File: src/rtl/instruction_sequencer_pkg.sv
// Shared types and constants for the instruction sequencer: FSM states, halt causes,
// BranchALU modes and the RV32I base opcodes it recognises.
package instruction_sequencer_pkg;

    typedef enum logic [1:0] {
        FETCH    = 2'd0,
        EXECUTE  = 2'd1,
        MEM_WAIT = 2'd2,
        HALTED   = 2'd3
    } SequencerState_t;

    typedef enum logic [2:0] {
        NONE       = 3'd0,
        ILLEGAL    = 3'd1,
        ECALL      = 3'd2,
        BAD_FUNCT3 = 3'd3,
        MISALIGNED = 3'd4
    } HaltCause_t;

    typedef enum logic [1:0] {
        INCREMENT = 2'd0,
        JAL       = 2'd1,
        JALR      = 2'd2,
        BRANCH    = 2'd3
    } BranchALUMode_t;

    localparam logic [6:0] OPCODE_LUI      = 7'b0110111;
    localparam logic [6:0] OPCODE_AUIPC    = 7'b0010111;
    localparam logic [6:0] OPCODE_JAL      = 7'b1101111;
    localparam logic [6:0] OPCODE_JALR     = 7'b1100111;
    localparam logic [6:0] OPCODE_BRANCH   = 7'b1100011;
    localparam logic [6:0] OPCODE_LOAD     = 7'b0000011;
    localparam logic [6:0] OPCODE_STORE    = 7'b0100011;
    localparam logic [6:0] OPCODE_OP_IMM   = 7'b0010011;
    localparam logic [6:0] OPCODE_OP       = 7'b0110011;
    localparam logic [6:0] OPCODE_MISC_MEM = 7'b0001111;
    localparam logic [6:0] OPCODE_SYSTEM   = 7'b1110011;

    localparam logic [31:0] NOP_INSTRUCTION = 32'h00000013;

    function automatic logic is_word_aligned(input logic [31:0] addr);
        return (addr[1:0] == 2'b00);
    endfunction

endpackage

File: src/rtl/instruction_sequencer_decoder.sv
// Combinational opcode classifier for the latched instruction register.
module instruction_sequencer_decoder
    import instruction_sequencer_pkg::*;
(
    input  logic [6:0]     opcode,
    input  logic [4:0]     rd,
    output BranchALUMode_t branch_alu_mode,
    output logic           is_legal,
    output logic           is_system,
    output logic           is_mem,
    output logic           is_load,
    output logic           writes_rd
);

    logic has_rd_s;

    // Classify the opcode; writes to x0 are squashed here so the FSM never strobes for them.
    always_comb begin
        branch_alu_mode = INCREMENT;
        is_legal        = 1'b1;
        is_system       = 1'b0;
        is_mem          = 1'b0;
        is_load         = 1'b0;
        has_rd_s        = 1'b0;
        case (opcode)
            OPCODE_LUI, OPCODE_AUIPC, OPCODE_OP_IMM, OPCODE_OP: has_rd_s = 1'b1;
            OPCODE_JAL: begin
                branch_alu_mode = JAL;
                has_rd_s        = 1'b1;
            end
            OPCODE_JALR: begin
                branch_alu_mode = JALR;
                has_rd_s        = 1'b1;
            end
            OPCODE_BRANCH:   branch_alu_mode = BRANCH;
            OPCODE_LOAD: begin
                is_mem   = 1'b1;
                is_load  = 1'b1;
                has_rd_s = 1'b1;
            end
            OPCODE_STORE:    is_mem = 1'b1;
            OPCODE_MISC_MEM: is_legal = 1'b1;
            OPCODE_SYSTEM:   is_system = 1'b1;
            default:         is_legal = 1'b0;
        endcase
    end

    assign writes_rd = has_rd_s && (rd != 5'd0);

endmodule

File: src/rtl/instruction_sequencer.sv
// Multi-cycle fetch/execute control FSM and program-counter owner. Fetches through a
// ready/request handshake, drives the BranchALU mode, stalls on memory ops, halts on faults.
module instruction_sequencer
    import instruction_sequencer_pkg::*;
#(
    parameter logic [31:0] RESET_VECTOR = 32'h00000000
) (
    input  logic           clock,
    input  logic           reset,
    output logic           fetchRequest,
    output logic [31:0]    fetchAddress,
    input  logic           fetchReady,
    input  logic [31:0]    fetchInstruction,
    output logic [31:0]    instruction,
    output logic [31:0]    pcOfInstruction,
    output BranchALUMode_t branchALUMode,
    input  logic [31:0]    programCounterInput,
    input  logic           branchALUBadBRANCHFunct3,
    output logic           memStart,
    input  logic           memDone,
    output logic           rdWriteEnable,
    output logic [31:0]    retiredCount,
    output logic           halted,
    output HaltCause_t     haltCause
);

    SequencerState_t state_r;
    SequencerState_t next_state_s;
    HaltCause_t      next_cause_s;
    HaltCause_t      halt_cause_r;
    logic [31:0]     pc_r;
    logic [31:0]     ir_r;
    logic [31:0]     ir_pc_r;
    logic [31:0]     retired_r;
    logic            halted_r;
    logic            commit_s;
    logic            fetch_req_s;
    logic            mem_start_s;
    logic            write_rd_s;

    BranchALUMode_t  dec_mode_s;
    logic            dec_legal_s;
    logic            dec_system_s;
    logic            dec_mem_s;
    logic            dec_load_s;
    logic            dec_writes_rd_s;

    instruction_sequencer_decoder u_decoder (
        .opcode          (ir_r[6:0]),
        .rd              (ir_r[11:7]),
        .branch_alu_mode (dec_mode_s),
        .is_legal        (dec_legal_s),
        .is_system       (dec_system_s),
        .is_mem          (dec_mem_s),
        .is_load         (dec_load_s),
        .writes_rd       (dec_writes_rd_s)
    );

    // FSM state register.
    always_ff @(posedge clock or negedge reset) begin
        if (!reset) begin
            state_r <= FETCH;
        end else begin
            state_r <= next_state_s;
        end
    end

    // Next-state and commit decision; fault checks are in priority order.
    always_comb begin
        next_state_s = state_r;
        next_cause_s = NONE;
        commit_s     = 1'b0;
        case (state_r)
            FETCH: begin
                if (fetchReady) begin
                    next_state_s = EXECUTE;
                end else begin
                    next_state_s = FETCH;
                end
            end
            EXECUTE: begin
                if (!dec_legal_s) begin
                    next_state_s = HALTED;
                    next_cause_s = ILLEGAL;
                end else if (dec_system_s) begin
                    next_state_s = HALTED;
                    next_cause_s = ECALL;
                end else if (branchALUBadBRANCHFunct3 && (dec_mode_s == BRANCH)) begin
                    next_state_s = HALTED;
                    next_cause_s = BAD_FUNCT3;
                end else if ((dec_mode_s != INCREMENT) && !is_word_aligned(programCounterInput)) begin
                    // a not-taken branch yields PC+4, which is always aligned
                    next_state_s = HALTED;
                    next_cause_s = MISALIGNED;
                end else if (dec_mem_s) begin
                    next_state_s = MEM_WAIT;
                end else begin
                    next_state_s = FETCH;
                    commit_s     = 1'b1;
                end
            end
            MEM_WAIT: begin
                if (memDone) begin
                    next_state_s = FETCH;
                    commit_s     = 1'b1;
                end else begin
                    next_state_s = MEM_WAIT;
                end
            end
            HALTED:  next_state_s = HALTED;
            default: next_state_s = HALTED;
        endcase
    end

    // Strobe and mode decode from the registered state.
    always_comb begin
        fetch_req_s   = 1'b0;
        mem_start_s   = 1'b0;
        write_rd_s    = 1'b0;
        branchALUMode = dec_mode_s;
        case (state_r)
            FETCH:   fetch_req_s = 1'b1;
            EXECUTE: begin
                mem_start_s = (next_state_s == MEM_WAIT);
                write_rd_s  = commit_s && dec_writes_rd_s;
            end
            MEM_WAIT: begin
                branchALUMode = INCREMENT;
                write_rd_s    = memDone && dec_load_s && dec_writes_rd_s;
            end
            HALTED:  fetch_req_s = 1'b0;
            default: fetch_req_s = 1'b0;
        endcase
    end

    // PC, instruction register, retire counter and sticky halt status.
    always_ff @(posedge clock or negedge reset) begin
        if (!reset) begin
            pc_r         <= RESET_VECTOR;
            ir_r         <= NOP_INSTRUCTION;
            ir_pc_r      <= RESET_VECTOR;
            retired_r    <= 32'd0;
            halted_r     <= 1'b0;
            halt_cause_r <= NONE;
        end else begin
            if ((state_r == FETCH) && fetchReady) begin
                ir_r    <= fetchInstruction;
                ir_pc_r <= pc_r;
            end
            if (commit_s) begin
                pc_r      <= programCounterInput;
                retired_r <= retired_r + 32'd1;
            end
            if ((next_state_s == HALTED) && (state_r != HALTED)) begin
                halted_r     <= 1'b1;
                halt_cause_r <= next_cause_s;
            end
        end
    end

    assign fetchRequest    = fetch_req_s && reset;
    assign memStart        = mem_start_s && reset;
    assign rdWriteEnable   = write_rd_s && reset;
    assign fetchAddress    = pc_r;
    assign instruction     = ir_r;
    assign pcOfInstruction = ir_pc_r;
    assign retiredCount    = retired_r;
    assign halted          = halted_r;
    assign haltCause       = halt_cause_r;

endmodule

File: config.mk
export PLATFORM = sky130hd
export DESIGN_NAME = instruction_sequencer
export DESIGN_NICKNAME = d
export VERILOG_FILES = /design/src/rtl/instruction_sequencer_pkg.sv /design/src/rtl/instruction_sequencer_decoder.sv /design/src/rtl/instruction_sequencer.sv
export SDC_FILE = /design/constraint.sdc
export NUM_CORES = 1
export LEC_CHECK = 0
export CAP_MARGIN = 25
export CORE_ASPECT_RATIO = 0.8
export CORE_MARGIN = 2
export CORE_UTILIZATION = 35
export DETAILED_ROUTE_END_ITERATION = 12
export GPL_ROUTABILITY_DRIVEN = 0
export PLACE_DENSITY_LB_ADDON = 0.1
export SETUP_SLACK_MARGIN = 0.2
export SLEW_MARGIN = 20
export SYNTH_ARGS = -nofsm -noshare
export SYNTH_HDL_FRONTEND = slang
export SYNTH_SLANG_ARGS = --single-unit
File: constraint.sdc
create_clock -name clock -period 4.8 [get_ports clock]
set_input_delay 0.48 -clock clock [delete_from_list [all_inputs] [get_ports clock]]
set_output_delay 0.48 -clock clock [all_outputs]
set_load 0.005 [all_outputs]
-- Yosys cells after proc, flatten, opt, wreduce, memory -nomap -nowiden
Cells that the tools add are included.
- register bits after elaboration: 134
- latch bits: 0
- bits in writable memories: 0
- memory bits (read-only): 0
- input port bits: 69
- output and inout bits: 137
- word-level logic and storage cells: 75
- memories: 0
- $add $sub $neg: 1
- multiply operators: 0
- div/mod/pow operators: 0
- magnitude comparators: 0
- eq/ne operators: 18
- shifts and indexed selects: 0
- multiplexer cells: 30
- bitwise gates (word level): 0
- reductions and logical operators: 19
- operators by type and width (kind ; number):
    adder 32 x 1 -> 32 bit (second input constant) ; 1
    == test 7 bit (second input constant) ; 4
    == test 7 x 6 -> 1 bit (second input constant) ; 3
    two-way mux 3 bit ; 5
    == test 7 x 5 -> 1 bit (second input constant) ; 2
    two-way mux 1 bit ; 14
    two-way mux 2 bit ; 7
    logical AND 1 bit ; 11
    OR reduction 11 bit ; 1
    == test 2 bit (second input constant) ; 5
    case mux 2 bit (4 select lines) ; 1
    == test 7 x 2 -> 1 bit (second input constant) ; 1
    == test 7 x 4 -> 1 bit (second input constant) ; 1
    OR reduction 7 bit ; 1
    case mux 2 bit (3 select lines) ; 1
    nonzero test 5 bit ; 1
    logical NOT 2 bit ; 2
    case mux 1 bit (2 select lines) ; 2
    == test 2 x 1 -> 1 bit (second input constant) ; 1
    != test 2 bit (second input constant) ; 1
    nonzero test 2 bit ; 1
    OR reduction 2 bit ; 1
    logical NOT 1 bit ; 1

-- Longest topological paths before layout
- depth after elaboration: 12
- gate-level depth with buffers: 8
- depth with buffers taken out: 6

-- Hierarchy
Synthesis repeated with hierarchy kept, for this count alone.
- cells, all modules: 478
- area, all modules: 5675.4 um^2
- modules (own cells, without submodules) (module ; instances ; cells each ; area each (um^2) ; seq. area each (um^2)):
    instruction_sequencer ; 1 ; 455 ; 5526.6 ; 3357.0
    instruction_sequencer_decoder ; 1 ; 23 ; 148.9 ; 0.0

-- Worst setup path after synthesis
Ideal clock, no wire load.
- path type: reg-to-output
- from: register ir_r[6], in the netlist instruction[6]
- to: output rdWriteEnable
- arrival time: 2.106 ns
- data required time: 4.320 ns
- setup slack: 2.214 ns
- cell stages (with the launch flop): 8
- buffers on the path: 2
- cells stage by stage: dfrtp_1 > buf_2 > nand2b_4 > a2111oi_4 > o2111ai_2 > buf_2 > or2_2 > a221oi_1
- word-level cells in the longest chain between the ends: 12
- elaborated cells between the ends (all ways): 36
- classes of those cells: eq/ne: 12; mux: 13; reduce/logical: 11
- ends and longest elaborated chain (element ; line ; text):
    start: declaration ; instruction_sequencer.sv:32 ; logic [31:0] ir_r;
    start signal: assignment ; instruction_sequencer.sv:147 ; ir_r <= fetchInstruction;
    == test 7 bit, or another cell as far along ; instruction_sequencer_decoder.sv:25 ; case (opcode)
    case mux 2 bit (3 select lines) / OR reduction 2 bit (equally long branches) ; -- ;
    nonzero test 2 bit / two-way mux 1 bit (equally long branches) ; instruction_sequencer.sv:91, instruction_sequencer_decoder.sv:25 ;
    logical AND 1 bit / two-way mux 1 bit (equally long branches) ; instruction_sequencer.sv:91, instruction_sequencer.sv:95 ;
    two-way mux 1 bit ; instruction_sequencer.sv:91 ; end else if ((dec_mode_s != INCREMENT) && !is_word_aligned(programCounterInput)) begin
    two-way mux 1 bit ; instruction_sequencer.sv:88 ; end else if (branchALUBadBRANCHFunct3 && (dec_mode_s == BRANCH)) begin
    two-way mux 1 bit ; instruction_sequencer.sv:85 ; end else if (dec_system_s) begin
    two-way mux 1 bit ; instruction_sequencer.sv:82 ; if (!dec_legal_s) begin
    case mux 1 bit (2 select lines) ; instruction_sequencer.sv:73 ; case (state_r)
    logical AND 1 bit ; instruction_sequencer.sv:125 ; write_rd_s = commit_s && dec_writes_rd_s;
    case mux 1 bit (2 select lines) (*) ; instruction_sequencer.sv:121 ; case (state_r)
    logical AND 1 bit (*) ; instruction_sequencer.sv:163 ; assign rdWriteEnable = write_rd_s && reset;
    end: declaration ; instruction_sequencer.sv:21 ; output logic rdWriteEnable,
Every way passes the cells marked *; elsewhere a longest branch is shown, timed or not.

-- Final worst setup path
- from: register ir_r[1], in the netlist instruction[1]
- to: output rdWriteEnable
The elaborated chain is that of the path after synthesis.

==> results_tabular.tex <==
\begin{tabular}{lr}
\hline
Metric & Value \\
\hline
\multicolumn{2}{l}{\textbf{Status}} \\
Status & completed \\
\multicolumn{2}{l}{\textbf{CTS}} \\
Number of buffers created by CTS & 17 \\
Clock edge transition at the registers on the reported setup and hold paths & 60 ps \\
Clock tree from TritonCTS & built \\
Hold Buf Count CTS & 0 \\
Gates resized, CTS repair & 0 \\
Number of levels the H-tree was split into & 4 \\
TritonCTS Sinks & 134 \\
Root buffer cell & sky130\_fd\_sc\_hd\_\_clkbuf\_16 \\
Buffers from clock root to sink, at most & 2 \\
Number of setup buffers added after CTS & 0 \\
Clock latency at the later pin of the worst-skew pair & 410 ps \\
\multicolumn{2}{l}{\textbf{Setup path}} \\
Critical-path top delay cell & sky130\_fd\_sc\_hd\_\_clkdlybuf4s50\_1 \\
Category of cells accounting for the largest share of critical-path delay & compound AO/OA/AOI/OAI gates \\
Critical setup path kind & flip-flop to output port \\
Reg-to-reg endpoint & fetchAddress[7] \\
Cell count of the worst reg-to-reg path & 6 \\
Critical path peak fanout & 28 \\
Data arrival time at the worst-slack endpoint & 3170 ps \\
Critical path endpoint category & output port \\
R2R Setup Slk & 1820 ps \\
Max incr delay on CP & 570 ps \\
Total buffers and inverters traversed by the critical path & 2 \\
Crit start category & flip-flop \\
Data required time of the worst path & 4320 ps \\
Cell breakdown of the critical path & nand2\_1, a2111oi\_4, o2111ai\_2, buf\_4, or2\_2, a221oi\_1, clkdlybuf4s50\_1 \\
Critical R2R Launch & instruction[1] \\
\multicolumn{2}{l}{\textbf{Timing}} \\
Setup repair after global routing missed its margin & no \\
Slew at the pin closest to its max-slew limit & 913.6 ps \\
Final number of setup-violating endpoints & 0 \\
Final Hold Viols & 0 \\
Max Slew Vio Count & 0 \\
Max-slew headroom & 38.95\% \\
Setup Skew & 9.760 ps \\
Post-route setup TNS & 0 ps \\
Highest clock frequency the design can meet & 274.0 MHz \\
Final period demand of the worst path & 3650 ps \\
Final worst-path cycle share & 76.04\% \\
\multicolumn{2}{l}{\textbf{Global route}} \\
Vias in the first global route & 4441 \\
First-pass GRT wire length & 23640 um \\
Global route overflow & 0 \\
Global-route total usage across every layer & 17.30\% \\
Initial antenna violation count & 0 \\
Maximum number of pins on one net before global-route repair & 70 \\
\multicolumn{2}{l}{\textbf{Floorplan}} \\
Die area & 0.01765 mm\^{}2 \\
Boundary pin count & 206 \\
Row count & 42 \\
Core region area & 0.01640 mm\^{}2 \\
Die outline width & 148.0 um \\
Height of the chip & 119.2 um \\
Initial cell density of the core & 35.43\% \\
\multicolumn{2}{l}{\textbf{Synth}} \\
Count of flip-flops with a built-in enable after synthesis & 0 \\
Top cells by area in the synthesized netlist & sky130\_fd\_sc\_hd\_\_dfrtp\_1, sky130\_fd\_sc\_hd\_\_mux2\_2, sky130\_fd\_sc\_hd\_\_xor2\_1 \\
Biggest area consumer among synthesized cells & sky130\_fd\_sc\_hd\_\_dfrtp\_1 \\
Post-synth net total & 505 \\
Post-synthesis cell count & 430 \\
Netlist area before placement & 0.005809 mm\^{}2 \\
Register area share after synthesis & 57.79\% \\
Count of distinct cell types in the synthesized netlist & 43 \\
Flip-flop and latch count after synthesis & 134 \\
Avg Inst Size Synth & 13.51 um\^{}2 \\
Top FF cell, synth & sky130\_fd\_sc\_hd\_\_dfrtp\_1 \\
Portion of synthesized cell area occupied by the leading cell type & 56.43\% \\
Number of warning messages in the yosys log & 0 \\
Post-synth ARST share & 100.0\% \\
\multicolumn{2}{l}{\textbf{Drt}} \\
Via count & 4217 \\
First drt pass iteration count & 4 \\
Detail-routed net length per standard cell & 17.02 um \\
Post-DRT Antenna Nets & 0 \\
Violation count after the first detailed-route iteration & 231 \\
Post-detailed-route DRC marker count & 0 \\
Post-detailed-routing wire length & 14810 um \\
Avg Vias per Cell & 4.847 \\
\multicolumn{2}{l}{\textbf{Flow run}} \\
Max-cap violations & 0 \\
\multicolumn{2}{l}{\textbf{Min path}} \\
Hold Path Class & primary input to async pin \\
\multicolumn{2}{l}{\textbf{Place}} \\
Post-DP HPWL & 10360 um \\
I/O Buffers & 205 \\
\multicolumn{2}{l}{\textbf{Final layout}} \\
Share of layout cells above drive strength 1 & 22.15\% \\
Total Nets Final & 712 \\
Ant diodes & 0 \\
Area growth from synthesis to layout & 48.89\% \\
\multicolumn{2}{l}{\textbf{Power}} \\
P\_leak & 0.003977 uW \\
Total Power & 2489 uW \\
Peak supply drop & 223.2 uV \\
Cell Pwr Density & 287.8 mW/mm\^{}2 \\
\hline
\end{tabular}
==> kinds of logic (layout without fill, tap and decap cells) <==
kind of cell,Yosys count,count (layout),share of synthesized area (%)
XOR/XNOR,31,31,4.674
AND/OR/NAND/NOR,82,82,7.538
AO/OA/AOI/OAI,51,51,7.431
multiplexers,98,98,19.00
buffers and inverters,28,248,2.283
adder cells (fa/ha/maj),6,6,1.292
flip-flops,134,134,57.79
==> cells in the mapped netlist, drive strengths merged, types with 2 or more instances <==
master / number
a2111oi: 10
o2111ai: 2
xor2: 23
buf: 7
nand2b: 2
nand4: 7
xnor2: 8
nor3: 3
nor4: 4
nand2: 19
a21o: 2
nor2: 12
or4: 2
dfstp: 3
a211oi: 12
a221oi: 2
a21oi: 8
or2: 2
o21ai: 6
and4: 3
inv: 7
mux2: 98
nand3: 13
o211ai: 5
and2: 5
nor2b: 4
and3: 3
ha: 6
clkbuf: 14
dfrtp: 131
==> layout make-up <==
class / instances / area, um^2
fillers: 1415 / 7746
flip-flops and latches: 134 / 3357
multi-input cells: 268 / 2322
repair buffers: 209 / 2083
clock buffers: 21 / 460.4
well taps: 220 / 275.3
clock inverters: 11 / 125.1
inverters: 7 / 26.28
==> layer usage <==
metal / routed length [um] / vias to the layer above / global-route usage, %
met5: 0 / - / 0
met4: 137 / 0 / 4.643
met3: 1312 / 11 / 8.123
met2: 6950 / 142 / 27.20
met1: 6405 / 2096 / 21.50
li1: - / 1968 / -
==> worst max-delay path by stage <==
stage	from	end	depth (start not counted)
after global placement	programCounterInput[1]	rdWriteEnable	8
final	instruction[1]	rdWriteEnable	7
after global routing	instruction[1]	rdWriteEnable	7
after CTS	instruction[1]	rdWriteEnable	7
after detailed placement	programCounterInput[1]	rdWriteEnable	8
after floorplan	instruction[6]	rdWriteEnable	7
==> worst register-to-register path, cell delays in order, from the launching register on <==
cell and delay (ps):
sky130_fd_sc_hd__dfstp_2 550, sky130_fd_sc_hd__nand2_1 160, sky130_fd_sc_hd__or4_1 620, sky130_fd_sc_hd__o2111a_1 260, sky130_fd_sc_hd__o21ai_4 520, sky130_fd_sc_hd__buf_4 380
sky130_fd_sc_hd__mux2_2 380
==> stage by stage <==
stage / setup slack (ps) / util (%) / hold slack, ps / area [um^2] / cells
2_1_floorplan: 2214 / - / 184.4 / 5809 / 430
3_3_place_gp: 1448 / 49.18 / 450.7 / 8064 / 838
3_5_place_dp: 1404 / 49.18 / 462.2 / 8064 / 838
4_1_cts: 1149 / 52.75 / 79.86 / 8650 / 870
5_1_grt: 938.5 / 52.75 / 91.19 / 8650 / 870
6_report: 1150 / 52.75 / 60.56 / 8650 / 870
==> power by group <==
| group | switching [uW] | leakage (uW) | internal [uW] |
|---|---|---|---|
| Combinational | 30.5 | 0.00187 | 49.0 |
| Sequential | 0 | 0.00183 | 1130 |
| Clock | 486 | 0.000283 | 793 |
| Total | 517 | 0.00398 | 1970 |
==> registers in the layout, indices dropped and copies added (netlist names) <==
name and count:
fetchAddress 32, halted 1, pcOfInstruction 32, haltCause 3, state_r 2, retiredCount 32, instruction 32
==> placed cells by master, fill, tap and decap left out, types with 7 or more instances in the layout <==
| cell type | netlist | layout |
|---|---|---|
| sky130_fd_sc_hd__clkbuf_16 | 0 | 17 |
| sky130_fd_sc_hd__nand2_1 | 19 | 18 |
| sky130_fd_sc_hd__mux2_2 | 97 | 97 |
| sky130_fd_sc_hd__nand4_1 | 7 | 7 |
| sky130_fd_sc_hd__nand3_1 | 13 | 13 |
| sky130_fd_sc_hd__a21oi_1 | 8 | 8 |
| sky130_fd_sc_hd__clkdlybuf4s50_1 | 0 | 204 |
| sky130_fd_sc_hd__inv_1 | 7 | 7 |
| sky130_fd_sc_hd__dfrtp_1 | 131 | 131 |
| sky130_fd_sc_hd__xor2_1 | 23 | 23 |
| sky130_fd_sc_hd__a2111oi_0 | 8 | 8 |
| sky130_fd_sc_hd__a211oi_1 | 12 | 12 |
| sky130_fd_sc_hd__xnor2_1 | 8 | 8 |
| sky130_fd_sc_hd__nor2_1 | 12 | 12 |
(Power assumes the default switching activity.)
